File: config.mk
export PLATFORM = sky130hd
export DESIGN_NAME = arm_run_controller
export DESIGN_NICKNAME = d
export VERILOG_FILES = /design/src/rtl/arm_run_pkg.sv /design/src/rtl/arm_pc_trace_buf.sv /design/src/rtl/arm_run_controller.sv
export SDC_FILE = /design/constraint.sdc
export NUM_CORES = 1
export LEC_CHECK = 0
export ABC_AREA = 1
export CELL_PAD_IN_SITES_DETAIL_PLACEMENT = 1
export CELL_PAD_IN_SITES_GLOBAL_PLACEMENT = 1
export CORE_ASPECT_RATIO = 0.8
export CORE_MARGIN = 4
export CORE_UTILIZATION = 25
export DETAILED_ROUTE_END_ITERATION = 7
export HOLD_SLACK_MARGIN = 0.12
export PLACE_DENSITY_LB_ADDON = 0.1
export SLEW_MARGIN = 20
export SYNTH_ARGS = -nofsm -noshare
export SYNTH_HDL_FRONTEND = slang
export SYNTH_HIERARCHICAL = 1
export SYNTH_SLANG_ARGS = --single-unit
File: constraint.sdc
create_clock -name CLOCK -period 1.5 [get_ports CLOCK]
set_input_delay 0.225 -clock CLOCK [delete_from_list [all_inputs] [get_ports CLOCK]]
set_output_delay 0.225 -clock CLOCK [all_outputs]
set_load 0.01 [all_outputs]
File: src/rtl/arm_run_pkg.sv
// Shared types and constants for the ARM run controller and its PC trace buffer.
package arm_run_pkg;

    typedef enum logic [2:0] {
        StIdle,
        StRstHold,
        StRun,
        StDrain,
        StDone,
        StTimeout
    } run_state_t;

    // HLT #0
    localparam logic [31:0] HALT_WORD_DEFAULT = 32'hD440_0000;

    // Index width for a table of the given depth; never narrower than one bit.
    function automatic int unsigned clog2(input int unsigned value);
        int unsigned w;
        w = 0;
        while ((32'd1 << w) < value) begin
            w++;
        end
        return (w == 0) ? 1 : w;
    endfunction

endpackage

File: src/rtl/arm_pc_trace_buf.sv
// Circular buffer of recent core PCs; consecutive duplicate PCs are stored only once.
module arm_pc_trace_buf
    import arm_run_pkg::*;
#(
    parameter int unsigned ADDR_W = 64,
    parameter int unsigned DEPTH  = 8,
    localparam int unsigned IdxW  = clog2(DEPTH)
) (
    input  logic              clk_i,
    input  logic              rst_ni,
    input  logic              clr_i,
    input  logic              wr_i,
    input  logic [ADDR_W-1:0] pc_i,
    input  logic [IdxW-1:0]   rd_idx_i,
    output logic [ADDR_W-1:0] rd_pc_o,
    output logic              rd_valid_o
);

    logic [ADDR_W-1:0] mem_q [DEPTH];
    logic [IdxW-1:0]   wr_ptr_q, wr_ptr_d;
    logic [IdxW:0]     count_q, count_d;
    logic [IdxW-1:0]   newest_ptr;
    logic [IdxW-1:0]   rd_ptr;
    logic              wr_en;

    assign newest_ptr = wr_ptr_q - IdxW'(1);
    assign rd_ptr     = newest_ptr - rd_idx_i;
    assign wr_en      = wr_i && !clr_i && ((count_q == '0) || (mem_q[newest_ptr] != pc_i));
    assign rd_pc_o    = mem_q[rd_ptr];
    assign rd_valid_o = ({1'b0, rd_idx_i} < count_q);

    always_comb begin
        wr_ptr_d = wr_ptr_q;
        count_d  = count_q;
        if (clr_i) begin
            wr_ptr_d = '0;
            count_d  = '0;
        end else if (wr_en) begin
            wr_ptr_d = wr_ptr_q + IdxW'(1);
            if (count_q != (IdxW + 1)'(DEPTH)) begin
                count_d = count_q + (IdxW + 1)'(1);
            end
        end
    end

    always_ff @(posedge clk_i or negedge rst_ni) begin
        if (!rst_ni) begin
            wr_ptr_q <= '0;
            count_q  <= '0;
        end else begin
            wr_ptr_q <= wr_ptr_d;
            count_q  <= count_d;
        end
    end

    // Entries beyond count_q are never reported valid, so the storage needs no reset.
    always_ff @(posedge clk_i) begin
        if (wr_en) begin
            mem_q[wr_ptr_q] <= pc_i;
        end
    end

endmodule

File: src/rtl/arm_run_controller.sv
// Run controller for the pipelined ARM core: reset sequencing, halt detection, drain, timeout.
// Optional PC trace buffer enabled by defining RUN_TRACE_EN.
module arm_run_controller
    import arm_run_pkg::*;
#(
    parameter int unsigned         ADDR_W       = 64,
    parameter int unsigned         INSTR_W      = 32,
    parameter int unsigned         CNT_W        = 32,
    parameter int unsigned         RESET_CYCLES = 2,
    parameter int unsigned         MAX_CYCLES   = 22,
    parameter int unsigned         PIPE_DEPTH   = 5,
    parameter logic [INSTR_W-1:0]  HALT_WORD    = INSTR_W'(HALT_WORD_DEFAULT),
    parameter int unsigned         TRACE_DEPTH  = 8,
    localparam int unsigned        IdxW         = clog2(TRACE_DEPTH)
) (
    input  logic               CLOCK,
    input  logic               RESET,
    input  logic               start_i,
    input  logic [ADDR_W-1:0]  pc_i,
    input  logic [INSTR_W-1:0] instr_i,
    output logic               cpu_reset_o,
    output logic               running_o,
    output logic               done_o,
    output logic               timeout_o,
    output logic [CNT_W-1:0]   cycle_count_o,
    output logic [ADDR_W-1:0]  halt_pc_o,
    input  logic [IdxW-1:0]    trace_idx_i,
    output logic [ADDR_W-1:0]  trace_pc_o,
    output logic               trace_valid_o
);

    localparam int unsigned PhMax = (RESET_CYCLES > PIPE_DEPTH) ? RESET_CYCLES : PIPE_DEPTH;
    localparam int unsigned PhW   = clog2(PhMax);
    localparam logic [PhW-1:0]   RstLast   = PhW'(RESET_CYCLES - 1);
    localparam logic [PhW-1:0]   DrainLast = PhW'(PIPE_DEPTH - 1);
    localparam logic [CNT_W-1:0] MaxLast   = CNT_W'(MAX_CYCLES - 1);

    run_state_t        state_q, state_d;
    logic [PhW-1:0]    phase_q, phase_d;
    logic [CNT_W-1:0]  count_q, count_d;
    logic [ADDR_W-1:0] halt_pc_q, halt_pc_d;
    logic              cpu_reset_q, cpu_reset_d;
    logic              running_q, running_d;
    logic              done_q, done_d;
    logic              timeout_q, timeout_d;
    logic              trace_clr;
    logic              trace_wr;
    logic [CNT_W-1:0]  count_inc;

    assign count_inc = (count_q == '1) ? count_q : count_q + CNT_W'(1);

    always_comb begin
        state_d   = state_q;
        phase_d   = phase_q;
        count_d   = count_q;
        halt_pc_d = halt_pc_q;
        trace_clr = 1'b0;
        trace_wr  = 1'b0;
        case (state_q)
            StIdle, StDone, StTimeout: begin
                if (start_i) begin
                    state_d   = StRstHold;
                    phase_d   = '0;
                    count_d   = '0;
                    halt_pc_d = '0;
                    trace_clr = 1'b1;
                end
            end
            StRstHold: begin
                if (phase_q == RstLast) begin
                    state_d = StRun;
                    phase_d = '0;
                end else begin
                    phase_d = phase_q + PhW'(1);
                end
            end
            StRun: begin
                count_d  = count_inc;
                trace_wr = 1'b1;
                // Halt takes priority over budget expiry on the same cycle.
                if (instr_i == HALT_WORD) begin
                    halt_pc_d = pc_i;
                    state_d   = StDrain;
                    phase_d   = '0;
                end else if ((MAX_CYCLES != 0) && (count_q == MaxLast)) begin
                    state_d = StTimeout;
                end
            end
            StDrain: begin
                count_d  = count_inc;
                trace_wr = 1'b1;
                if (phase_q == DrainLast) begin
                    state_d = StDone;
                end else begin
                    phase_d = phase_q + PhW'(1);
                end
            end
            default: state_d = StIdle;
        endcase

        running_d   = (state_d == StRun) || (state_d == StDrain);
        cpu_reset_d = !running_d;
        done_d      = (state_d == StDone);
        timeout_d   = (state_d == StTimeout);
    end

    always_ff @(posedge CLOCK or negedge RESET) begin
        if (!RESET) begin
            state_q     <= StIdle;
            phase_q     <= '0;
            count_q     <= '0;
            halt_pc_q   <= '0;
            cpu_reset_q <= 1'b1;
            running_q   <= 1'b0;
            done_q      <= 1'b0;
            timeout_q   <= 1'b0;
        end else begin
            state_q     <= state_d;
            phase_q     <= phase_d;
            count_q     <= count_d;
            halt_pc_q   <= halt_pc_d;
            cpu_reset_q <= cpu_reset_d;
            running_q   <= running_d;
            done_q      <= done_d;
            timeout_q   <= timeout_d;
        end
    end

    assign cpu_reset_o   = cpu_reset_q;
    assign running_o     = running_q;
    assign done_o        = done_q;
    assign timeout_o     = timeout_q;
    assign cycle_count_o = count_q;
    assign halt_pc_o     = halt_pc_q;

`ifdef RUN_TRACE_EN
    arm_pc_trace_buf #(
        .ADDR_W (ADDR_W),
        .DEPTH  (TRACE_DEPTH)
    ) u_trace (
        .clk_i      (CLOCK),
        .rst_ni     (RESET),
        .clr_i      (trace_clr),
        .wr_i       (trace_wr),
        .pc_i       (pc_i),
        .rd_idx_i   (trace_idx_i),
        .rd_pc_o    (trace_pc_o),
        .rd_valid_o (trace_valid_o)
    );
`else
    logic unused_trace;
    assign unused_trace  = ^{trace_idx_i, trace_clr, trace_wr};
    assign trace_pc_o    = '0;
    assign trace_valid_o = 1'b0;
`endif

endmodule

Yosys cells after proc, flatten, opt, wreduce, memory -nomap -nowiden. Index checks and enable logic that the tools add are counted.

Flip-flop bits (word level): 106. Bits of input ports: 102. Output and inout port bits: 165.

Add/subtract/negate cells: 2. Eq/ne operators: 18. Mux-type cells: 17. Reductions and logical operators: 11.

Operators by type and width (count): 64-bit two-way mux (2); 64-bit one-hot mux with 2 select lines (1); 32-bit == test, second input constant (2); 32-bit two-way mux (2); 32-bit one-hot mux with 2 select lines (1); 32-bit by 1-bit adder with 32-bit output, second input constant (1); 32-bit by 5-bit == test with 1-bit output, second input constant (1); 3-bit two-way mux (9); 3-bit one-hot mux with 4 select lines (2); 3-bit == test, second input constant (5); 3-bit by 2-bit == test with 1-bit output, second input constant (4); 2-bit != test, second input constant (4); 3-bit by 1-bit == test with 1-bit output, second input constant (2); 3-bit AND reduction (2); 4-bit AND reduction (1); 2-bit nonzero test (2); 4-bit nonzero test (1); 3-bit by 1-bit adder with 3-bit output, second input constant (1); 3-bit logical NOT (1); 3-bit OR reduction (1); 2-bit OR reduction (1); 1-bit logical NOT (1); 1-bit logical OR (1).

Longest topological paths before layout.
Depth after elaboration: 7. Mapped depth: 12. Depth with buffers taken out: 12.

Worst setup path before layout. No wires, ideal clock.

Kind: register to register. Start: reg count_q[1], in the netlist cycle_count_o[1]. End: reg count_q[5], in the netlist cycle_count_o[5]. Library setup time: 0.126 ns. Arrival time: 1.579 ns. Required time: 1.374 ns. Setup slack: -0.205 ns. Stages on the path, launching flop included: 10. Path buffers: 1. Period minus slack after synthesis: 1.705 ns. Cell sequence: dfrtp_1 ha_1 nand3_2 nor2_4 nand2_1 nor2_1 nand3_2 nand2_4 buf_6 o21ai_0.

Word-level cells in the longest chain between the ends: 3.

Ends and longest elaborated chain: start: declaration (line arm_run_controller.sv:40) `logic [CNT_W-1:0] count_q, count_d;`; start signal: assignment (line arm_run_controller.sv:120) `count_q <= count_d;`; 32-bit by 1-bit adder with 32-bit output / 32-bit == test (equally long branches) (line arm_run_controller.sv:50) `assign count_inc = (count_q == '1) ? count_q : count_q + CNT_W'(1);`; 32-bit two-way mux / 2-bit != test (equally long branches); 32-bit one-hot mux with 2 select lines / 3-bit AND reduction (equally long branches).

Several ways; a longest one is shown, not always the timed one. The select of a mux whose other input is x is not followed. A chain may end at the register's enable or synchronous reset.

Worst setup path after layout.
Start: reg state_q[2]. End: reg halt_pc_q[62], in the netlist halt_pc_o[62].

Word-level cells in the longest chain between the ends: 4.

Ends and longest elaborated chain: start: declaration (line arm_run_controller.sv:38) `run_state_t state_q, state_d;`; start signal: assignment (line arm_run_controller.sv:109) `state_q <= StIdle;`; start signal: assignment (line arm_run_controller.sv:118) `state_q <= state_d;`; 3-bit == test / 3-bit logical NOT (equally long branches) (line arm_run_controller.sv:59) `case (state_q)`; 3-bit OR reduction (line arm_run_controller.sv:59); 2-bit != test (no source line) / 2-bit nonzero test (equally long branches); 3-bit AND reduction (no source line); end signal: assignment (line arm_run_controller.sv:121) `halt_pc_q <= halt_pc_d;`; end: declaration (line arm_run_controller.sv:41) `logic [ADDR_W-1:0] halt_pc_q, halt_pc_d;`.

Several ways; a longest one is shown, not always the timed one.

==> results.json <==
{
  "outcome": "finished with violations",
  "violations": "setup timing",
  "regArea_um2": 2670,
  "min_path_type": "input pin to asynchronous set/reset pin",
  "cpMaxStageDelayCell": "dfrtp_1",
  "antenna_found_initial": 0,
  "synthCells": 871,
  "period_share_pct": 110,
  "fin_util_pct": 45.2,
  "fp.dieH_um": 151,
  "drt_iter0_drc": 277,
  "required_ns": 1.79,
  "grt_usage_pct": 18.3,
  "setup_ws_ns": -0.154,
  "numPortBuffers": 198,
  "rsz0062_at_grt": "yes",
  "period_minus_slack_ns": 1.65,
  "pin_count": 267,
  "ys_seq_area_share_pct": 41.3,
  "core_area_um2": 25300,
  "synth_edf_count": 0,
  "hold_viol_final": 0,
  "setup_viol": 102,
  "synth_cell_types": 35,
  "timing.rr.start": "state_q[2]$_DFF_PN0_",
  "relSlewSlack_pct": 47.3,
  "vdd_drop_max_mv": 0.743,
  "die_width_um": 187,
  "syn2layout_area_growth_pct": 77.9,
  "netlist.area_leader.share_pct": 40.9,
  "routabilityCongestion": 0.823,
  "wl_per_cell_um": 18.2,
  "dr.pass1.iters": 6,
  "crit_chain": "nor2_4, inv_2, nor2_4, nand2_2, nand3_4, buf_6, clkbuf_16, nand2_2, nand2_1",
  "syn_avg_cell_area_um2": 7.38,
  "slowest_delay_ns": 0.44,
  "grt_max_degree": 65,
  "synth_seq_cells": 106,
  "nFillCells": 3007,
  "via_count": 7067,
  "static-leakage-power_uw": 0.00593,
  "reg2reg_setup_slack_ns": -0.15,
  "syn-cell-area_um2": 6430,
  "grt_first_pass_wirelength_um": 40900,
  "wirelength_um": 28100,
  "multiInputGateArea_um2": 4030,
  "cts-root-buf": "clkbuf_16",
  "cp-end-kind": "flip-flop",
  "start_util_pct": 25.4,
  "ys_top_cells_by_area": "dfrtp_1 41%, nand2_1 19%, o2111ai_1 8.7%, buf_4 7.9%, nor2_1 5.6%",
  "gr-total-overflow": 0,
  "via_per_inst": 4.56,
  "ys.flop_type": "dfrtp_1",
  "cp_top_family": "simple AND/OR/NAND/NOR gates",
  "max_slew.worst_pin.slew_ns": 0.791,
  "h-tree-depth": 3,
  "layout-drive-gt1-share_pct": 36.7,
  "cts.sinks": 106,
  "slew_viol_final": 0,
  "cts.clk_slew.worst_paths_ns": 0.10,
  "rows": 52,
  "reg2reg_depth": 9,
  "arrival_ns": 1.95,
  "crit_fanout": 8,
  "yosys_warnings": 6,
  "p_total_uw": 14900,
  "synth-async-reset-ratio_pct": 100,
  "clock.fmax_mhz": 605,
  "critPathBufInv": 3,
  "criticalPathCategory": "flip-flop to flip-flop",
  "timing.rr.end": "halt_pc_o[62]$_DFFE_PN0P_",
  "tritoncts": "yes",
  "finClkSkew_ns": 0.0148,
  "power.density_nw_per_um2": 1310,
  "cts_buffers": 9,
  "grt_pass1_vias": 7247,
  "clk_latency_ns": 0.37,
  "drc": 0,
  "clock_path_buffers": 2,
  "cap_viol_max_count": 0,
  "diodes": 0,
  "antenna_left": 0,
  "final_nets": 1327,
  "die_area_um2": 28300,
  "place.detailed.hpwl_um": 19000,
  "worstSetupStartpointType": "flip-flop",
  "synth_top_cell_by_area": "dfrtp_1"
}
==> cells by family (layout without fill, tap and decap cells) <==
family / count (synthesis) / after routing / share of synthesized area [%]
adders and majority gates: 5 / 5 / 0.974
and+or+nand+nor: 483 / 483 / 30.5
xor gates and xnor gates: 9 / 9 / 1.23
AOI/OAI and AO/OA: 94 / 94 / 11.3
other: 1 / 65 / 0.0584
DFF: 106 / 106 / 41.3
buffers and inverters: 173 / 463 / 14.7
==> registers in the layout, summed over array words and instances, names as in the netlist <==
register / cells
cpu_reset_o: 1
cycle_count_o: 32
done_o: 1
halt_pc_o: 64
phase_q: 3
running_o: 1
state_q: 3
timeout_o: 1
==> area by class of cell <==
cell class / instances / area share [%]
inverter: 68 / 2.30
multi-input combinational: 656 / 35.3
sequential: 106 / 23.3
clock buffer: 9 / 1.97
tap: 324 / 3.55
clock inverter: 7 / 0.733
timing repair buffer: 379 / 32.9
==> stage by stage <==
| step | instances | hold slack, ns | area, um2 | TNS, ns | worst slack, ns |
|---|---|---|---|---|---|
| 2_1_floorplan | 935 | -0.0706 | 6690 | -1.06 | -0.0512 |
| 3_3_place_gp | 1470 | 0.118 | 9400 | -24.64 | -0.329 |
| 3_5_place_dp | 1470 | 0.118 | 9400 | -28.52 | -0.394 |
| 4_1_cts | 1534 | 0.262 | 10400 | -5.57 | -0.147 |
| 5_1_grt | 1549 | 0.256 | 11400 | -19.30 | -0.259 |
| 6_report | 1549 | 0.253 | 11400 | -9.83 | -0.154 |
==> where the power goes <==
| group | internal [uW] | switching [uW] |
|---|---|---|
| sequential | 3200 | 273 |
| clock | 1200 | 1350 |
| combinational | 4050 | 4870 |
| total | 8450 | 6490 |
==> how the worst max path moves through the flow <==
stage | from | endpoint | slack [ns] | cells past startpoint
floorplan | cycle_count_o[1]$_DFFE_PN0P_ | cycle_count_o[3]$_DFFE_PN0P_ | -0.05 | 10
global placement | instr_i[1] | halt_pc_o[17]$_DFFE_PN0P_ | -0.33 | 12
detailed placement | instr_i[0] | halt_pc_o[14]$_DFFE_PN0P_ | -0.39 | 12
CTS | cycle_count_o[1]$_DFFE_PN0P_ | cycle_count_o[3]$_DFFE_PN0P_ | -0.15 | 10
global route | cycle_count_o[0]$_DFFE_PN0P_ | cycle_count_o[2]$_DFFE_PN0P_ | -0.26 | 10
finish | state_q[2]$_DFF_PN0_ | halt_pc_o[62]$_DFFE_PN0P_ | -0.15 | 9
==> cell usage after synthesis (5+ instances only) <==
cell type,n
xnor2_1,5
nand4_1,6
o21ai_1,7
o2111ai_1,64
clkbuf_1,19
nor2_1,96
inv_1,64
nand3_1,48
buf_4,68
dfrtp_1,105
ha_1,5
buf_2,13
nand2_1,317
o21ai_0,15
==> timing repair <==
action	in CTS	in global routing
endpoints found under the setup margin	197	114
setup buffers	42	9
gates cloned	8	7
resized for setup	206	244
hold buffers	1	0
endpoints found under the hold margin	93	0
pin swaps	15	44
==> cell usage in the layout, fill, tap and decap left out, types with 5 or more instances in the layout <==
cell,netlist,final
nand3_1,48,42
nor2_2,2,25
dlygate4sd2_1,0,86
nand4_1,6,6
inv_2,4,14
dlymetal6s2s_1,0,7
buf_16,0,8
buf_12,0,16
o21ai_1,7,8
nor2_1,96,62
nand2_2,0,93
o2111ai_1,64,58
buf_4,68,135
o21ai_2,1,14
conb_1,1,65
clkdlybuf4s50_1,0,94
dfrtp_1,105,94
inv_1,64,53
nand3_2,3,5
o2111ai_2,0,5
nor2_4,3,14
clkbuf_16,0,15
buf_6,3,16
nand2_4,1,48
nand2_1,317,176
dfrtp_2,0,11
==> per-layer routing <==
| layer | global-route usage (%) | wire length [um] |
|---|---|---|
| met1 | 26.4 | 13700 |
| met2 | 28.5 | 12600 |
| met3 | 3.62 | 1430 |
| met4 | 3.84 | 385 |
| met5 | 0 | 0 |
Note: power is estimated with default switching activity, not from simulation.
